**config.mk**
```make
export PLATFORM = sky130hd
export DESIGN_NAME = ts_cc_monitor
export DESIGN_NICKNAME = d
export VERILOG_FILES = /design/src/rtl/ts_cc_monitor.sv
export SDC_FILE = /design/constraint.sdc
export NUM_CORES = 1
export LEC_CHECK = 0
export ABC_AREA = 1
export CORE_ASPECT_RATIO = 1.2
export CORE_MARGIN = 2
export CORE_UTILIZATION = 50
export DETAILED_ROUTE_END_ITERATION = 8
export GPL_TIMING_DRIVEN = 0
export MAX_ROUTING_LAYER = met4
export PLACE_DENSITY = 0.76
export RECOVER_POWER = 100
export SLEW_MARGIN = 20
export SYNTH_ARGS = -nofsm -noshare
export SYNTH_HDL_FRONTEND = slang
export SYNTH_SLANG_ARGS = --single-unit
```
**constraint.sdc**
```tcl
create_clock -name clk -period 3.3 [get_ports clk]
set_input_delay 0.33 -clock clk [delete_from_list [all_inputs] [get_ports clk]]
set_output_delay 0.33 -clock clk [all_outputs]
set_load 0.01 [all_outputs]
```
**src/rtl/ts_cc_monitor.sv**
```systemverilog
// rtl/ts_cc_monitor.sv - TS header parser with continuity-counter checking for one PID
module ts_cc_monitor #(
    parameter logic [12:0] TARGET_PID = 13'h0100
) (
    input  logic        clk,
    input  logic        rst,
    input  logic [7:0]  byte_in,
    input  logic        byte_valid,
    input  logic        sync_in,
    output logic        hdr_valid,
    output logic [12:0] pid_out,
    output logic [3:0]  cc_out,
    output logic        tei_err,
    output logic        cc_err,
    output logic        sync_lost,
    output logic [15:0] pkt_count,
    output logic [15:0] cc_err_count
);

    typedef enum logic [2:0] {
        S_HUNT,
        S_HDR1,
        S_HDR2,
        S_HDR3,
        S_PAYLOAD
    } state_t;

    localparam logic [7:0] PKT_LEN = 8'd188;

    state_t      r_state;
    state_t      w_next_state;
    logic [7:0]  r_idx;
    logic [7:0]  w_next_idx;
    logic        w_start_bad;

    logic        r_tei;
    logic [4:0]  r_pid_hi;
    logic [7:0]  r_pid_lo;
    logic        r_cc_init;
    logic        r_dup_seen;
    logic [3:0]  r_last_cc;

    logic        r_hdr_valid;
    logic [12:0] r_pid_out;
    logic [3:0]  r_cc_out;
    logic        r_tei_err;
    logic        r_cc_err;
    logic        r_sync_lost;
    logic [15:0] r_pkt_count;
    logic [15:0] r_cc_err_count;

    logic        w_hdr_done;
    logic [12:0] w_pid;
    logic [3:0]  w_cc;
    logic        w_payload;
    logic [3:0]  w_last_inc;
    logic        w_is_target;
    logic        w_cc_ok;
    logic        w_cc_bad;

    always_comb begin
        w_next_state = r_state;
        w_next_idx   = r_idx;
        w_start_bad  = 1'b0;
        if (byte_valid) begin
            case (r_state)
                S_HUNT: begin
                    if (sync_in && byte_in == 8'h47) begin
                        w_next_state = S_HDR1;
                        w_next_idx   = 8'd1;
                    end
                end
                S_HDR1: begin
                    w_next_state = S_HDR2;
                    w_next_idx   = 8'd2;
                end
                S_HDR2: begin
                    w_next_state = S_HDR3;
                    w_next_idx   = 8'd3;
                end
                S_HDR3: begin
                    w_next_state = S_PAYLOAD;
                    w_next_idx   = 8'd4;
                end
                S_PAYLOAD: begin
                    // Index 188 is the first byte of the following packet
                    if (r_idx == PKT_LEN) begin
                        if (sync_in) begin
                            w_next_state = S_HDR1;
                            w_next_idx   = 8'd1;
                        end else begin
                            w_next_state = S_HUNT;
                            w_next_idx   = 8'd0;
                            w_start_bad  = 1'b1;
                        end
                    end else begin
                        w_next_idx = r_idx + 8'd1;
                    end
                end
                default: begin
                    w_next_state = S_HUNT;
                    w_next_idx   = 8'd0;
                end
            endcase
        end
    end

    assign w_hdr_done  = byte_valid && (r_state == S_HDR3);
    assign w_pid       = {r_pid_hi, r_pid_lo};
    assign w_cc        = byte_in[3:0];
    assign w_payload   = byte_in[4];
    assign w_last_inc  = r_last_cc + 4'd1;
    assign w_is_target = !r_tei && (w_pid == TARGET_PID);

    // Payload-bearing packets may repeat CC once; header-only packets must repeat it
    always_comb begin
        w_cc_ok = 1'b0;
        if (w_payload) begin
            w_cc_ok = (w_cc == w_last_inc) || (w_cc == r_last_cc && !r_dup_seen);
        end else begin
            w_cc_ok = (w_cc == r_last_cc);
        end
    end

    assign w_cc_bad = w_hdr_done && w_is_target && r_cc_init && !w_cc_ok;

    always_ff @(posedge clk or posedge rst) begin
        if (rst) begin
            r_state        <= S_HUNT;
            r_idx          <= 8'd0;
            r_tei          <= 1'b0;
            r_pid_hi       <= 5'd0;
            r_pid_lo       <= 8'd0;
            r_cc_init      <= 1'b0;
            r_dup_seen     <= 1'b0;
            r_last_cc      <= 4'd0;
            r_hdr_valid    <= 1'b0;
            r_pid_out      <= 13'd0;
            r_cc_out       <= 4'd0;
            r_tei_err      <= 1'b0;
            r_cc_err       <= 1'b0;
            r_sync_lost    <= 1'b0;
            r_pkt_count    <= 16'd0;
            r_cc_err_count <= 16'd0;
        end else begin
            r_state     <= w_next_state;
            r_idx       <= w_next_idx;
            r_hdr_valid <= 1'b0;
            r_tei_err   <= 1'b0;
            r_cc_err    <= 1'b0;
            r_sync_lost <= w_start_bad;

            if (byte_valid && r_state == S_HDR1) begin
                r_tei    <= byte_in[7];
                r_pid_hi <= byte_in[4:0];
            end
            if (byte_valid && r_state == S_HDR2) begin
                r_pid_lo <= byte_in;
            end

            if (w_start_bad) begin
                r_cc_init <= 1'b0;
            end

            if (w_hdr_done) begin
                r_hdr_valid <= 1'b1;
                r_pid_out   <= w_pid;
                r_cc_out    <= w_cc;
                r_tei_err   <= r_tei;
                r_cc_err    <= w_cc_bad;
                r_pkt_count <= r_pkt_count + 16'd1;
                if (w_is_target) begin
                    if (!r_cc_init) begin
                        r_last_cc  <= w_cc;
                        r_cc_init  <= 1'b1;
                        r_dup_seen <= 1'b0;
                    end else if (w_cc_bad) begin
                        r_last_cc  <= w_cc;
                        r_dup_seen <= 1'b0;
                        if (r_cc_err_count != 16'hFFFF) begin
                            r_cc_err_count <= r_cc_err_count + 16'd1;
                        end
                    end else if (w_payload) begin
                        if (w_cc == w_last_inc) begin
                            r_last_cc  <= w_cc;
                            r_dup_seen <= 1'b0;
                        end else begin
                            r_dup_seen <= 1'b1;
                        end
                    end
                end
            end
        end
    end

    assign hdr_valid    = r_hdr_valid;
    assign pid_out      = r_pid_out;
    assign cc_out       = r_cc_out;
    assign tei_err      = r_tei_err;
    assign cc_err       = r_cc_err;
    assign sync_lost    = r_sync_lost;
    assign pkt_count    = r_pkt_count;
    assign cc_err_count = r_cc_err_count;

endmodule
```
# [Word-level counts from Yosys, hierarchy flattened]
# Index checks and enable logic that the tools add are counted.
[op_classes] addsub=4 n_eq_ne=14 mux=28 reduce_logical=19
[ops] op="$pmux 8 s5" count=1
[ops] op="$add 16x1->16 const B" count=2
[ops] op="$mux 1" count=18
[ops] op="$mux 4" count=4
[ops] op="$mux 8" count=2
[ops] op="$ne 16x16->1 const B" count=1
[ops] op="$pmux 3 s5" count=1
[ops] op="$eq 13x9->1 const B" count=1
[ops] op="$logic_and 1x1->1" count=9
[ops] op="$add 8x1->8 const B" count=1
[ops] op="$eq 4x4->1" count=2
[ops] op="$eq 8x7->1 const B" count=1
[ops] op="$eq 8x8->1 const B" count=1
[ops] op="$eq 3x2->1 const B" count=2
[ops] op="$mux 3" count=2
[ops] op="$reduce_and 3->1" count=2
[ops] op="$reduce_and 5->1" count=1
[ops] op="$add 4x1->4 const B" count=1
[ops] op="$ne 2x2->1 const B" count=2
[ops] op="$reduce_and 4->1" count=1
[ops] op="$eq 3x1->1 const B" count=1
[ops] op="$eq 3x3->1 const B" count=1
[ops] op="$logic_not 1->1" count=3
[ops] op="$logic_not 3->1" count=1
[ops] op="4 further kinds" count=4
[word_totals] regBits=84 in_bits=12 elab_cells=81

# [Longest topological paths before layout]
# Gate-level depths: netlist (run 1).
[depth] word_depth=8 mapped_depth=11 ltp_nobuf=11

# [Least setup slack after synthesis (run 1)]
# No wires, ideal clock.
[synth_timing] path_kind="register to register" from="register r_last_cc[0]" to="register r_cc_err_count[2] (netlist: cc_err_count[2])" t_arrival_ns=1.557 slack_ns=1.626 stages_incl_launch_ff=8 path_buffers=1 period_less_slack_ns=1.674 cell_sequence="dfrtp_1 > ha_1 > xor2_1 > nor2_1 > nand4_2 > buf_2 > nand4_1 > nand2_1"
[synth_via] elab_chain_cells=7
[synth_lines] item="start: declaration" line_no="41" source="logic [3:0] r_last_cc;"
[synth_lines] item="start signal: assignment" line_no="174" source="r_last_cc <= w_cc;"
[synth_lines] item="start signal: assignment" line_no="178" source="r_last_cc <= w_cc;"
[synth_lines] item="start signal: assignment" line_no="185" source="r_last_cc <= w_cc;"
[synth_lines] item="$add 4x1->4 or $eq 4x4->1 (tied branches)" line_no="112, 119, 121"
[synth_lines] item="$eq 4x4->1 or $logic_and 1x1->1 (tied branches)" line_no="119" source="w_cc_ok = (w_cc == w_last_inc) || (w_cc == r_last_cc && !r_dup_seen);"
[synth_lines] item="$logic_or 1x1->1" line_no="119"
[synth_lines] item="$mux 1 *" line_no="118" source="if (w_payload) begin"
[synth_lines] item="$logic_not 1->1 *" line_no="125" source="assign w_cc_bad = w_hdr_done && w_is_target && r_cc_init && !w_cc_ok;"
[synth_lines] item="$logic_and 1x1->1 *" line_no="125"
[synth_lines] item="$reduce_and 5->1 (no line) *"
[synth_lines] item="end signal: assignment" line_no="181" source="r_cc_err_count <= r_cc_err_count + 16'd1;"
[synth_lines] item="end: declaration" line_no="50" source="logic [15:0] r_cc_err_count;"
# Mark *: on every way between the ends. The rest lies on a longest branch, timed or not.
# A chain may end at the register's enable or synchronous reset.

# [Worst setup path in the final report (run 1)]
[layout_timing] from="register r_state[2]" to="register r_last_cc[3]"
[layout_via] elab_chain_cells=7
[layout_lines] item="start: declaration" line_no="30" source="state_t r_state;"
[layout_lines] item="start signal: assignment" line_no="146" source="r_state <= w_next_state;"
[layout_lines] item="$eq 3x2->1 *" line_no="108" source="assign w_hdr_done = byte_valid && (r_state == S_HDR3);"
[layout_lines] item="$logic_and 1x1->1 *" line_no="108"
[layout_lines] item="$logic_and 1x1->1 (3 in a row)" line_no="125"
[layout_lines] item="$ne 3x1->1 (no line) (tied with other cells)"
[layout_lines] item="$reduce_and 4->1 (no line) or $mux 4 (tied branches)"
# Marked as above.

==> flow_summary.ini, run 1 <==
[run_status]
status = complete, but fails checks
failed_checks = max-capacitance violations, max-slew violations

[grt]
antenna_found_initial = 0
grt_overflow_total = 0
first_global_vias = 3901
grt_pass1_wl_um = 17600
grt_max_degree = 52
grtUsageTotal_pct = 23.5

[die]
rows = 37
io_pins = 65
die_w_um = 89.8
core-area_mm2 = 0.00856
start_util_pct = 51.5
die-area_mm2 = 0.00959
die_h_um = 107

[layout]
multi_input_area_mm2 = 0.00198
regArea_mm2 = 0.00210
layout_common_cells = nand2_1 (204), dfrtp_1 (84), inv_1 (55), dlygate4sd3_1 (55), nor2_1 (51)
fin_nets = 658
fillerInstances = 743
diodes = 0
final_common_cell = nand2_1
areaGrowthSynthToFinish_pct = 22.5
drive_above_1_share_pct = 5.26

[placement]
dp_hpwl_um = 7550
place_congestion = 0.894
io_buffers = 64
pre_cts_ws_ns = 1.00

[synth]
yosysTopAreaCellShare_pct = 47.6
synth_seq_area_share_pct = 47.6
synth_nets = 582
synth_enable_flop_cells = 0
synth_area_mm2 = 0.00441
synth_cell_type_count = 30
async_flop_share_pct = 100
syn_avg_cell_area_um2 = 7.81
synth_cells = 565
synthTopCellsByArea = dfrtp_1 (48%), nand2_1 (17%), inv_1 (4.7%)
yosysWarningCount = 0
ys.flop_type = dfrtp_1
synth_largest_area_cell = dfrtp_1
ys_ff_latch = 84

[setup_path]
path_buf_inv = 2
crit_chain = inv_1 -> nand3_4 -> nor2_1 -> inv_1 -> nor2_1 -> nand2_1 -> nand3_1 -> nand2_1 -> nand2_1 -> nand2_1
critPathMostFrequentCell = nand2_1
crit_fanout = 10
path_class = reg2reg
cp_top_family = simple AND/OR/NAND/NOR gates
end_kind = flip-flop
critPathMaxStageDelay_ns = 0.61
arrival_ns = 2.63
crit_slowest_cell = nor2_1
cp.required_ns = 3.56
critPathLaunchType = flip-flop

[sta]
finalCriticalPeriod_ns = 2.38
rsz0062_at_grt = no
final-max-slew-violation-count = 34
slew_headroom_pct = -4.22
finalSetupViolations = 0
hold_viol = 0
finClkSkew_ns = 0.00978
hold_ws_ns = 0.468
setup_slack_ns = 0.924
setup-tns-final_ns = 0
worstMarginPinSlew_ns = 1.55
clock.fmax_mhz = 421
period_share_pct = 72.0

[clock_network]
clock_path_buffers = 2
postCtsHoldBufs = 0
insertion_delay_ns = 0.37
cts-root-buf = clkbuf_8
cts_setup_buffers = 0
cts-resized-gates = 0
cts_tree = yes
clkTransAtPathRegs_ns = 0.08
htree_levels = 3
cts_sinks = 84
cts_buffers = 9

[detailed_routing]
drc = 0
vias = 3900
wl_per_cell_um = 13.4
antenna_left = 0
post_drt_via_cell_ratio = 5.11
drtPass1Iterations = 4
drtIter0Drc = 190
wl_um = 10300

[power]
powerDensity_mw_per_mm2 = 611
p_leak_nw = 2.69
vdd_drop_max_mv = 0.316

[run]
drv_cap = 1

[worst_hold_path]
min_path_type = reg2reg
final cells by class:
class / instances / share of cell area (%)
Sequential cell: 84 / 38.9
Multi-Input combinational cell: 411 / 36.7
Timing Repair Buffer: 65 / 12.4
Inverter: 59 / 4.12
Tap cell: 117 / 2.71
Clock buffer: 10 / 2.55
Clock inverter: 6 / 1.62
Buffer: 11 / 1.06
cells in the mapped netlist (2+ instances only):
master	n
a21oi_1	5
buf_2	4
buf_6	2
clkbuf_1	4
dfrtp_1	84
ha_1	5
inv_1	55
inv_2	4
nand2_1	204
nand3_1	29
nand3_2	3
nand4_1	25
nand4_2	2
nor2_1	48
nor2_2	3
nor3_1	13
o21ai_0	36
xnor2_1	12
xor2_1	16
metrics by stage:
stage	std cells	utilization (%)	total power, W	instance area, um^2
after CTS	763	63.7	0.00341	5450
after global routing	763	63.1	0.00354	5410
final	763	63.1	0.00330	5410
after global placement	746	60.7	0.00253	5200
after floorplan	565	-	0.00210	4410
after detailed placement	747	61.1	0.00258	5230
power breakdown:
group	switching [W]	internal, W	total [W]
Combinational	0.000553	0.000421	0.000973
Sequential	0.000223	0.00128	0.00151
Clock	0.000379	0.000447	0.000826
Total	0.00115	0.00215	0.00330
registers in the layout, summed over array words and instances, names as in the netlist, 3 cells and up:
signal	count
cc_err_count	16
pkt_count	16
pid_out	13
r_idx	8
r_pid_lo	8
r_pid_hi	5
cc_out	4
r_last_cc	4
r_state	3
metal layers:
| layer | share of wire (%) | global-route usage, % | vias up |
|---|---|---|---|
| met3 | 4.2 | 4.99 | 20 |
| met2 | 50 | 39.6 | 77 |
| met1 | 43 | 27.2 | 1839 |
| li1 | - | - | 1964 |
| met4 | 2.6 | 10.7 | 0 |
| met5 | 0 | - | - |
cells by family (layout without fill, tap and decap cells):
family                   count (synthesis)  in the layout  synth area share (%)
AND/OR/NAND/NOR                        335            335                  33.7
flip-flops                              84             84                  47.6
buffers and inverters                   70            151                  6.41
AO/OA/AOI/OAI                           42             42                  5.02
XOR/XNOR                                28             28                  5.56
adder cells (fa/ha/maj)                  5              5                  1.42
multiplexers                             1              1                 0.255
tightest hold or removal path, stage by stage, from the launching register on:
cell	delay, ns
dfrtp_1	0.34
nand2_1	0.05
nand2_1	0.04
final timing paths:
kind | slack, ns | end | depth (start not counted) | startpoint
min reg2reg | 0.47 | pid_out[6] | 2 | pid_out[6]
max | 0.92 | r_last_cc[3] | 10 | r_state[2]
max in group asynchronous | 1.69 | sync_lost | 3 | rst
max reg2reg | 0.92 | r_last_cc[3] | 10 | r_state[2]
min in group asynchronous | 0.77 | pkt_count[8] | 2 | rst
min | 0.47 | pid_out[6] | 2 | pid_out[6]
Power figures use the tool's default switching activity.
==> inputs of run 2 (changes only) <==
Settings changed: CORE_UTILIZATION 50 to 49, PLACE_DENSITY 0.76 to 0.78.
Clock period 3.3 ns to 1.99 ns, I/O delays scaled along.
==> flow_summary.ini, run 2 (synthesis gave the netlist of run 1 again) <==
[die]
rows = 37
die-area_mm2 = 0.00978
die_h_um = 108
io_pins = 65
start_util_pct = 51.0
die_w_um = 90.6
core-area_mm2 = 0.00866

[setup_path]
path_buf_inv = 1
critPathLaunchType = flip-flop
cp.required_ns = 2.24
r2r_slack_ns = 0.13
critPathMaxStageDelay_ns = 0.43
ff2ff_path_depth = 7
end_kind = flip-flop
crit_fanout = 10
path_class = reg2reg
cp_top_family = simple AND/OR/NAND/NOR gates
crit_chain = ha_1 -> xor2_1 -> nor2_2 -> nand4_4 -> clkbuf_2 -> nand4_1 -> nand2_1
r2r-end = cc_err_count[2]
timing.rr.start = r_last_cc[0]
arrival_ns = 2.12
crit_slowest_cell = dfrtp_1

[layout]
final_common_cell = nand2_1
finish.utilization_pct = 63.2
layout_common_cells = nand2_1 (204), dfrtp_1 (84), dlygate4sd3_1 (55)
drive_above_1_share_pct = 6.80
final_cells = 764
diodes = 0
fillerInstances = 773
areaGrowthSynthToFinish_pct = 24.1
post-route-cell-area_mm2 = 0.00547
fin_nets = 659

[clock_network]
clkTransAtPathRegs_ns = 0.08
cts-root-buf = clkbuf_8
cts_tree = yes
insertion_delay_ns = 0.37
htree_levels = 3
cts_buffers = 9
cts_sinks = 84
cts_setup_buffers = 0
clock_path_buffers = 2

[grt]
top_usage_layer = met2
gr-usage-met2_pct = 39.8
grt_overflow_total = 0
met1_usage_pct = 26.9
grt_pass1_wl_um = 17800
grtUsageMet3_pct = 4.46
grt_max_degree = 34
antenna_found_initial = 0
first_global_vias = 3969
grtUsageTotal_pct = 23.4

[detailed_routing]
wl_um = 10500
vias = 3975
antenna_left = 0
post_drt_via_cell_ratio = 5.20
wl_per_cell_um = 13.7
drc = 0
drtIter0Drc = 211
drtPass1Iterations = 5

[power]
p_leak_nw = 2.72
powerDensity_mw_per_mm2 = 1040
vdd_drop_max_mv = 0.475

[sta]
period_share_pct = 93.7
worstMarginPinSlew_ns = 0.990
slew_headroom_pct = 33.6
finalCriticalPeriod_ns = 1.86
setup-tns-final_ns = 0
finalSetupViolations = 0
clock.fmax_mhz = 537
finClkSkew_ns = 0.0108
hold_viol = 0
hold_ws_ns = 0.443
final-max-slew-violation-count = 0
rsz0062_at_grt = no

[placement]
io_buffers = 64
place_inst = 748
place_area_mm2 = 0.00524
dp_hpwl_um = 7750
place_congestion = 0.913

[worst_hold_path]
holdPathEnd = r_pid_lo[6]
min_path_cells = 3
min_path_type = in2reg
min_from = byte_in[6]

[run]
drv_cap = 0

[run_status]
status = finished clean
[run 2: changes by cell type in the layout (fill, tap and decap cells not counted), sizes merged]
cell / previous run / this run
buf: 4 / 5
clkinv: 4 / 2
bufinv: 2 / 3
clkinvlp: 1 / 2
[run 2: what timing repair did]
action / 4_1_cts / 5_1_grt
hold buffers: 0 / 0
gates resized for setup: 0 / 6
endpoints found under the setup margin: 0 / 12
[run 2: how the worst max path moves through the flow]
stage / slack, ns / cells past startpoint / to / start
after floorplan: 0.32 / 7 / cc_err_count[2] / r_last_cc[0]
after global placement: -0.1 / 2 / r_idx[7] / rst
after detailed placement: -0.14 / 10 / cc_err_count[2] / byte_in[3]
after CTS: 0.03 / 7 / cc_err_count[3] / r_last_cc[0]
after global routing: 0.01 / 8 / cc_err_count[2] / cc_err_count[0]
final: 0.13 / 7 / cc_err_count[2] / r_last_cc[0]
[run 2: layer usage]
metal,part of all wire (%),vias up
li1,-,1956
met1,43,1895
met2,50,106
met3,4.5,18
met4,2.1,0
met5,0,-
[run 2: tightest hold or removal path: stages]
cell             delay [ns]
clkdlybuf4s50_1        0.40
inv_1                  0.08
o21ai_0                0.08
[run 2: layout make-up]
cell class	count	area [um^2]	area share, %
Clock inverter	6	111	2.03
Buffer	11	56.3	1.03
Tap cell	117	146	2.67
Timing Repair Buffer	66	651	11.9
Multi-Input combinational cell	411	2050	37.4
Sequential cell	84	2100	38.4
Clock buffer	10	138	2.51
Inverter	59	223	4.07
[run 2: per-stage QoR]
| step | setup WS, ns | power (W) |
|---|---|---|
| 2_1_floorplan | 0.316 | 0.00349 |
| 3_3_place_gp | -0.0986 | 0.00419 |
| 3_5_place_dp | -0.143 | 0.00429 |
| 4_1_cts | 0.0273 | 0.00580 |
| 5_1_grt | 0.0113 | 0.00604 |
| 6_report | 0.126 | 0.00567 |
[run 2: where the power goes]
group / switching (W) / total, W / internal (W)
Clock: 0.000638 / 0.00151 / 0.000868
Sequential: 0.000375 / 0.00250 / 0.00213
Combinational: 0.000951 / 0.00166 / 0.000709
Total: 0.00196 / 0.00567 / 0.00370
==> inputs of run 3 (changes only) <==
Settings changed: CTS_CLUSTER_SIZE set to 16.
==> results of run 3 <==
No change in the layout: final DEF, timing and power equal those of run 2.
